File: src/rtl/instruction_fetch_unit.sv
// Walks the instruction RAM from address 0 and hands each word downstream over valid/ready.
// Two edges per word with ready high; a word is held with valid asserted for as long as ready stays low.
module instruction_fetch_unit #(
    parameter int                    ADDR_WIDTH     = 8,
    parameter int                    DATA_WIDTH     = 8,
    parameter logic [DATA_WIDTH-1:0] END_OF_PROGRAM = 8'hFF,
    parameter logic [ADDR_WIDTH-1:0] LAST_ADDRESS   = 8'd255
) (
    input  logic                  clk,
    input  logic                  reset,
    input  logic                  start,
    output logic [ADDR_WIDTH-1:0] mem_address,
    output logic                  mem_enable,
    input  logic [DATA_WIDTH-1:0] mem_data,
    output logic [DATA_WIDTH-1:0] instr,
    output logic [ADDR_WIDTH-1:0] instr_index,
    output logic                  instr_valid,
    input  logic                  instr_ready,
    output logic                  busy,
    output logic                  done,
    output logic                  error
);

    typedef enum logic [2:0] {
        S_IDLE,
        S_FETCH,
        S_HOLD,
        S_DONE,
        S_ERROR
    } state_t;

    state_t                  state_q;
    logic [ADDR_WIDTH-1:0]   pc_q;
    logic [DATA_WIDTH-1:0]   instr_q;
    logic [ADDR_WIDTH-1:0]   index_q;
    logic                    valid_q;

    always_ff @(posedge clk) begin
        if (reset) begin
            state_q <= S_IDLE;
            pc_q    <= '0;
            instr_q <= '0;
            index_q <= '0;
            valid_q <= 1'b0;
        end else begin
            case (state_q)
                S_IDLE, S_DONE, S_ERROR: begin
                    if (start) begin
                        state_q <= S_FETCH;
                        pc_q    <= '0;
                    end
                end
                S_FETCH: begin
                    // RAM is combinational, so its output is valid on this same edge.
                    if (mem_data == END_OF_PROGRAM) begin
                        state_q <= S_DONE;
                    end else begin
                        instr_q <= mem_data;
                        index_q <= pc_q;
                        valid_q <= 1'b1;
                        state_q <= S_HOLD;
                    end
                end
                S_HOLD: begin
                    if (instr_ready) begin
                        valid_q <= 1'b0;
                        if (pc_q == LAST_ADDRESS) begin
                            state_q <= S_ERROR;
                        end else begin
                            pc_q    <= pc_q + 1'b1;
                            state_q <= S_FETCH;
                        end
                    end
                end
                default: state_q <= S_IDLE;
            endcase
        end
    end

    assign mem_address = pc_q;
    assign mem_enable  = (state_q == S_FETCH);
    assign instr       = instr_q;
    assign instr_index = index_q;
    assign instr_valid = valid_q;
    assign busy        = (state_q == S_FETCH) || (state_q == S_HOLD);
    assign done        = (state_q == S_DONE);
    assign error       = (state_q == S_ERROR);

endmodule
File: config.mk
export PLATFORM = sky130hd
export DESIGN_NAME = instruction_fetch_unit
export DESIGN_NICKNAME = d
export VERILOG_FILES = /design/src/rtl/instruction_fetch_unit.sv
export SDC_FILE = /design/constraint.sdc
export NUM_CORES = 1
export LEC_CHECK = 0
export CAP_MARGIN = 40
export CORE_MARGIN = 2
export CORE_UTILIZATION = 30
export CTS_BUF_LIST = sky130_fd_sc_hd__clkbuf_2
export CTS_CLUSTER_DIAMETER = 50
export CTS_CLUSTER_SIZE = 12
export DETAILED_ROUTE_END_ITERATION = 7
export PLACE_DENSITY = 0.67
export SLEW_MARGIN = 20
export SYNTH_ARGS = -nofsm -noshare
export SYNTH_HDL_FRONTEND = slang
export SYNTH_SLANG_ARGS = --single-unit
File: constraint.sdc
create_clock -name clk -period 3.36 [get_ports clk]
set_input_delay 0.336 -clock clk [delete_from_list [all_inputs] [get_ports clk]]
set_output_delay 0.336 -clock clk [all_outputs]
set_load 0.02 [all_outputs]
==> results of run 1 <==
==> registers in the layout, indices dropped and copies added (netlist names) <==
signal       count
instr            8
instr_valid      1
mem_address      8
instr_index      8
state_q          3
==> worst max path at each step <==
stage / startpoint / end / depth (start not counted)
after floorplan: mem_address[0] / mem_address[2] / 5
after global routing: state_q[0] / mem_enable / 3
after CTS: state_q[0] / mem_enable / 3
after detailed placement: mem_data[5] / instr[7] / 5
after global placement: mem_data[5] / instr[7] / 5
final: state_q[0] / mem_enable / 3
==> layout make-up <==
| class | count | share of cell area, % |
|---|---|---|
| Clock buffer | 3 | 0.865 |
| Sequential cell | 28 | 32.3 |
| Clock inverter | 1 | 0.216 |
| Multi-Input combinational cell | 96 | 38.2 |
| Tap cell | 50 | 3.60 |
| Timing Repair Buffer | 42 | 23.9 |
| Inverter | 4 | 0.865 |
==> stage by stage <==
stage / cells / area [µm²] / total power, mW / utilization (%) / hold WS (ns)
after floorplan: 136 / 1280 / 0.431 / - / 0.480
after global placement: 220 / 1720 / 0.475 / 42.3 / 0.450
after detailed placement: 220 / 1720 / 0.479 / 42.3 / 0.455
after CTS: 224 / 1740 / 0.599 / 42.8 / 0.482
after global routing: 224 / 1740 / 0.621 / 42.8 / 0.503
final: 224 / 1740 / 0.594 / 42.8 / 0.476
==> critical path, delay by kind of cell, from the launching register on <==
family                 cells  cell delay, ns
buffers and inverters      2            0.73
DFF                        1            0.51
and+or+nand+nor            1            0.50
==> kinds of logic after synthesis <==
group           after synthesis
flops                        28
compound gates               20
mux                          16
fa+ha+maj                     1
buf+inv                      12
simple gates                 59
==> cells in the final DEF (no fill, tap or decap), types with 3 or more instances in the layout <==
cell / instances
nand2_1: 4
and3_1: 5
a31oi_1: 3
nor3_1: 5
mux2i_1: 16
dfxtp_1: 28
clkbuf_2: 3
nand2b_1: 7
nor2_1: 17
nand3_1: 3
a211o_1: 3
a21oi_1: 4
inv_1: 3
nand4_1: 4
clkdlybuf4s50_1: 40
==> per-layer routing <==
metal  share of wire [%]  track usage (%)
met5                   0                0
met4                 1.4             5.66
met3                 4.8             3.34
met2                  46             21.2
met1                  48             16.2
==> power by group through the flow <==
| stage | clock (mW) | sequential (mW) | combinational (mW) |
|---|---|---|---|
| floorplan | 0 | 0.367 | 0.0639 |
| global placement | 0 | 0.359 | 0.116 |
| detailed placement | 0 | 0.360 | 0.119 |
| CTS | 0.126 | 0.353 | 0.119 |
| global route | 0.139 | 0.355 | 0.127 |
| finish | 0.122 | 0.353 | 0.119 |
==> reports/qor.log, run 1 <==
INFO  run_status     run_status=finished, final reports clean
INFO  synth          number_of_synthesized_flops_with_an_enable_pin=0
INFO  timing         timing.final.crit_share=72.6%
INFO  worst_setup_path timing.critical_path.required=3.02ns
INFO  floorplan      design.portCount=41
INFO  global_route   grt_overflow_total=0
INFO  global_route   number_of_antenna_violations_at_the_first_check_in_global_routing=0
INFO  synth          async_reset_ff_share=0%
INFO  synth          top_count_cell_post_synth=dfxtp_1
INFO  drt            final_antenna_net_count=0
INFO  placement      dpl_worst_slack=1.22ns
INFO  cells_and_area layout.nets=188
INFO  timing         rsz0062_at_grt=no
INFO  power          power_leakage=0.740nW
INFO  global_route   via_count_of_the_first_global_routing_pass=1,104
INFO  worst_setup_path path_max_fanout=8
INFO  synth          synth_top_cells_by_count=dfxtp_1 (28), nor2_1 (17), mux2i_1 (16)
INFO  min_path       min_path_type=reg -> reg
INFO  clocking       cts_tree=done
INFO  synth          yosys.area.top_type=dfxtp_1
INFO  timing         slew_headroom=54.5%
INFO  power          power_frac_seq=59.5%
INFO  synth          synth-main-ff-cell=dfxtp_1
INFO  clocking       post_cts_buffers=0
INFO  placement      dp.final_hpwl=2300µm
INFO  worst_setup_path critical_path.slowest_cell=clkdlybuf4s50_1
INFO  clocking       post_cts_hold_buffer_count=0
INFO  global_route   maximum_number_of_pins_on_one_net_before_global_route_repair=27
INFO  worst_setup_path setup.worst_path.class=reg -> out
INFO  global_route   track_usage=13.0%
INFO  floorplan      chipWidth=69.3µm
INFO  drt            firstDrtPassIters=4
INFO  worst_setup_path cp_slowest_stage_delay=0.60ns
INFO  drt            wl=3040µm
INFO  synth          synth_top_family_by_area=simple AND/OR/NAND/NOR gates
INFO  synth          syn_area=0.00128mm²
INFO  clocking       cts.path.max_buffers=2
INFO  clocking       cts.htree.levels=1
INFO  clocking       numCtsBuffers=3
INFO  timing         setup-tns-final=0ns
INFO  drt            vias=1,139
INFO  worst_setup_path worstReg2RegStart=mem_address[0]
INFO  worst_setup_path rr_worst_depth=5
INFO  timing         maxClockFrequency=410MHz
INFO  cells_and_area drive_gt1_share=6.32%
INFO  synth          synth_top_cell_area_share=43.8%
INFO  drt            drt_drc=0
INFO  drt            detail_route.vias_per_cell=5.08
INFO  worst_setup_path end_kind=primary output
INFO  clocking       insertion_delay=0.36ns
INFO  cells_and_area multi_input_comb_area=663µm²
INFO  timing         worst_slew_pin_slew=0.680ns
INFO  min_path       worst_hold_path.endpoint=instr_valid
INFO  power          share_clk_of_total_power=20.6%
INFO  synth          ys_ff_latch=28
INFO  power          power_per_cell_area=342mW/mm²
INFO  drt            routed_wire_length_per_instance=13.6µm
INFO  synth          netlist_top_cells_area=dfxtp_1 (44%), mux2i_1 (13%), nor2_1 (5.0%)
INFO  cells_and_area num_antenna_cells=0
INFO  drt            drt_iter0_drc=52
INFO  timing         report.final.setup_viol=0
INFO  timing         finalHoldViolCount=0
INFO  synth          share_of_cell_area_taken_by_muxes_after_synthesis=12.5%
INFO  synth          yosys.area_share.simple=25.9%
INFO  min_path       timing.hold.worst_path_depth=2
INFO  power          p_int=428µW
INFO  cells_and_area fill_cells=387
INFO  clocking       cts.repair.resized=0
INFO  worst_setup_path regToRegSetupSlack=1.55ns
INFO  floorplan      initial_utilization=31.5%
INFO  clocking       tritoncts_sinks=28
INFO  worst_setup_path crit_path_cell_trace=or3b_1, inv_2, clkdlybuf4s50_1
INFO  worst_setup_path r2r-end=mem_address[2]
INFO  clocking       clock_pin_slew_reported_for_the_worst_setup_and_hold_paths_after_clock_tree_synthesis=0.25ns
INFO  floorplan      vertical_extent_of_the_die=69.3µm
INFO  synth          syn-mean-instance-area=9.41µm²
INFO  synth          synth-compound-area-share=12.4%
INFO  min_path       min_from=instr_valid
INFO  power          power.share.switching=27.9%
INFO  run            maxCapViolCount=0
INFO  clocking       cts.root.buffer_cell=clkbuf_2
INFO  placement      numPortBuffers=40
INFO  synth          gate_count_of_the_mapped_netlist=136
INFO  cells_and_area area_delta_synth_final=35.6%
INFO  synth          post_synth_num_cell_types=36
INFO  timing         timing.final.crit_period=2.44ns
INFO  synth          synth_xor_area_share=0%
INFO  power          ir_drop=0.000150V
INFO  floorplan      placeable_core_region=0.00406mm²
INFO  timing         clock_skew=0.00248ns
INFO  floorplan      die-area=0.00481mm²
INFO  power          pwr-share-comb=19.9%
INFO  timing         fin_ws=0.921ns
INFO  floorplan      core.rowCount=23
INFO  synth          synth-seq-area-share=43.8%
INFO  power          p_switching=166µW
INFO  synth          yosys_warnings=0
INFO  global_route   grt_first_pass_wirelength=5150µm
INFO  synth          postSynthNetCount=149
INFO  timing         timing.final.max_slew_violations=0
INFO  synth          synth-adder-area-share=0.978%
INFO  worst_setup_path data_arrival_time_of_the_critical_path=2.10ns
INFO  placement      gpl.final_weighted_congestion=0.776
INFO  cells_and_area seq_area=561µm²
INFO  worst_setup_path critical_path.startpoint_type=flop
Note: power is estimated with default switching activity, not from simulation.
==> run 2: changes to the inputs <==
--- a/config.mk
+++ b/config.mk
@@ -12,7 +12,7 @@
 export CTS_CLUSTER_DIAMETER = 50
 export CTS_CLUSTER_SIZE = 12
 export DETAILED_ROUTE_END_ITERATION = 7
-export PLACE_DENSITY = 0.67
+export PLACE_DENSITY = 0.69
 export SLEW_MARGIN = 20
 export SYNTH_ARGS = -nofsm -noshare
 export SYNTH_HDL_FRONTEND = slang
==> constraint.sdc (replaced) <==
create_clock -name clk -period 2 [get_ports clk]
set_input_delay 0.2 -clock clk [delete_from_list [all_inputs] [get_ports clk]]
set_output_delay 0.2 -clock clk [all_outputs]
set_load 0.02 [all_outputs]
==> run 2 against run 1 <==
Net effect:
- clock skew decreased by 0.0017 ns
- design area rose by 4.0%
- largest cell class unchanged
- combinational power grew 76%
- register-to-register slack worse by 1.3 ns
- core utilization increased by 1.7 points
- non-clock buffer count rose by 4
- critical endpoint is now error
==> reports/qor.log, run 2 (same netlist as run 1, synthesis figures left out) <==
INFO  global_route   maximum_number_of_pins_on_one_net_before_global_route_repair=26 [-3.7%]
INFO  worst_setup_path cp_slowest_stage_delay=0.63ns [+0.03 ns]
INFO  placement      gpl.final_weighted_congestion=0.783 [+0.95%]
INFO  timing         rsz0062_at_grt=no
INFO  cells_and_area num_antenna_cells=0 [unchanged]
INFO  power          pwr-share-comb=18.3% [-1.6 points]
INFO  floorplan      design.portCount=41 [unchanged]
INFO  clocking       cts.root.buffer_cell=clkbuf_2
INFO  cells_and_area mostFrequentLayoutCell=clkdlybuf4s50_1
INFO  timing         maxClockFrequency=528MHz
INFO  clocking       clock_pin_slew_reported_for_the_worst_setup_and_hold_paths_after_clock_tree_synthesis=0.26ns [about the same]
INFO  clocking       numCtsBuffers=3 [unchanged]
INFO  clocking       cts.path.max_buffers=2 [unchanged]
INFO  timing         finalHoldViolCount=0 [unchanged]
INFO  placement      dpl.cell_count=224 [+1.8%]
INFO  placement      placed_cell_area=0.00176mm² [+2.5%]
INFO  run            maxCapViolCount=0 [unchanged]
INFO  power          power_frac_seq=52.0% [-7.5 points]
INFO  drt            drt_iter0_drc=85 [+63%]
INFO  timing         timing.final.crit_period=1.89ns
INFO  worst_setup_path end_kind=primary output
INFO  worst_setup_path critical_path.slowest_cell=clkdlybuf4s50_1
INFO  min_path       min_path_type=in -> reg
INFO  timing         timing.final.crit_share=94.7%
INFO  drt            drt_drc=0 [unchanged]
INFO  power          ir_drop=0.000287V [+91%]
INFO  timing         timing.final.max_slew_violations=0 [unchanged]
INFO  clocking       tritoncts_sinks=28 [unchanged]
INFO  floorplan      chipWidth=69.3µm [unchanged]
INFO  timing         setup-tns-final=0ns [unchanged]
INFO  cells_and_area final-instance-count-excl-fill=228 [+1.8%]
INFO  floorplan      vertical_extent_of_the_die=69.3µm [unchanged]
INFO  run_status     run_status=finished, final reports clean
INFO  power          totalPowerFinal=1.14mW [+92%]
INFO  worst_setup_path path_max_fanout=8 [unchanged]
INFO  global_route   grt_overflow_total=0 [unchanged]
INFO  worst_setup_path critical_path.startpoint_type=flop
INFO  worst_setup_path crit_path_from=state_q[2]
INFO  clocking       post_cts_buffers=0 [unchanged]
INFO  power          share_clk_of_total_power=29.7% [+9.1 points]
INFO  timing         worst_slew_pin_slew=0.384ns [-0.296 ns]
INFO  timing         clock_skew=0.000826ns [-0.00166 ns]
INFO  cells_and_area drive_gt1_share=10.1% [+3.8 points]
INFO  floorplan      die-area=0.00481mm² [unchanged]
INFO  clocking       cts.htree.levels=1 [unchanged]
INFO  global_route   grt_first_pass_wirelength=4860µm [-5.6%]
INFO  min_path       min_from=mem_data[7]
INFO  timing         timing.hold.ws=0.445ns [-0.0316 ns]
INFO  drt            detail_route.vias_per_cell=4.97 [-2.3%]
INFO  floorplan      placeable_core_region=0.00406mm² [unchanged]
INFO  drt            vias=1,133 [-0.53%]
INFO  drt            wl=2870µm [-5.8%]
INFO  cells_and_area fin_util=44.5% [+1.7 points]
INFO  clocking       insertion_delay=0.36ns [about the same]
INFO  timing         slew_headroom=74.4% [+20 points]
INFO  power          power_leakage=0.785nW [+6.1%]
INFO  cells_and_area layout_common_cells=clkdlybuf4s50_1 (38), dfxtp_1 (26), nor2_1 (17)
INFO  power          power.share.switching=24.9% [-3.0 points]
INFO  power          power_per_cell_area=632mW/mm² [+85%]
INFO  cells_and_area layout.cell_area.non_filler=0.00180mm² [+4.0%]
INFO  drt            routed_wire_length_per_instance=12.6µm [-7.4%]
INFO  drt            firstDrtPassIters=6 [+2]
INFO  placement      numPortBuffers=40 [unchanged]
INFO  worst_setup_path data_arrival_time_of_the_critical_path=1.69ns [-0.41 ns]
INFO  worst_setup_path timing.critical_path.required=1.80ns [-1.22 ns]
INFO  global_route   track_usage=12.1% [-0.91 points]
INFO  drt            final_antenna_net_count=0 [unchanged]
INFO  floorplan      initial_utilization=31.5% [unchanged]
INFO  placement      dp.final_hpwl=2100µm [-8.6%]
INFO  power          p_int=856µW [+100%]
INFO  cells_and_area layout.nets=192 [+2.1%]
INFO  timing         fin_ws=0.105ns [-0.816 ns]
INFO  placement      dpl_worst_slack=0.0783ns [-1.14 ns]
INFO  cells_and_area area_delta_synth_final=41.0%
INFO  global_route   via_count_of_the_first_global_routing_pass=1,028 [-6.9%]
INFO  floorplan      core.rowCount=23 [unchanged]
INFO  power          p_switching=284µW [+71%]
INFO  timing         report.final.setup_viol=0 [unchanged]
INFO  worst_setup_path worstReg2RegStart=mem_address[1]
INFO  clocking       cts_tree=done
INFO  worst_setup_path setup.worst_path.class=reg -> out
INFO  worst_setup_path crit_path_cell_trace=nor3b_1, clkdlybuf4s50_1
INFO  global_route   number_of_antenna_violations_at_the_first_check_in_global_routing=0 [unchanged]
[run 2: power groups by stage]
stage                     clock, mW  combinational (mW)  sequential [mW]
after floorplan                   0               0.107            0.617
after global placement            0               0.213            0.602
after detailed placement          0               0.215            0.603
after CTS                     0.348               0.211            0.594
after global routing          0.368               0.226            0.598
final                         0.338               0.209            0.593
[run 2: worst max-delay path: cells and delay by family (launching register included)]
kind / cells / cell delay [ns]
flops: 1 / 0.50
buf+inv: 1 / 0.63
simple gates: 1 / 0.21
[run 2: final cells by class]
type                    instances  area, µm²
flip-flops and latches         28        563
multi-input cells              96        663
clock buffers                   3       15.0
repair buffers                 46        455
well taps                      50       62.6
inverters                       4       15.0
fillers                       400       2250
clock inverters                 1       30.0
[run 2: what timing repair did]
item                       CTS  global route
hold buffers                 0             0
setup endpoints to repair    2             0
resized for setup            4             0
[run 2: final timing paths]
| check | to | slack (ns) | cells past startpoint |
|---|---|---|---|
| max | error | 0.11 | 2 |
| min | instr[7] | 0.44 | 3 |
| max reg2reg | mem_address[2] | 0.23 | 5 |
| min reg2reg | instr_valid | 0.48 | 2 |
[run 2: per-layer routing]
| layer | track usage (%) | vias to the layer above | routed length [µm] |
|---|---|---|---|
| met5 | 0 | - | 0 |
| li1 | - | 573 | - |
| met1 | 16.8 | 521 | 1410 |
| met2 | 18.6 | 35 | 1250 |
| met4 | 3.92 | 0 | 28 |
| met3 | 2.62 | 4 | 185 |
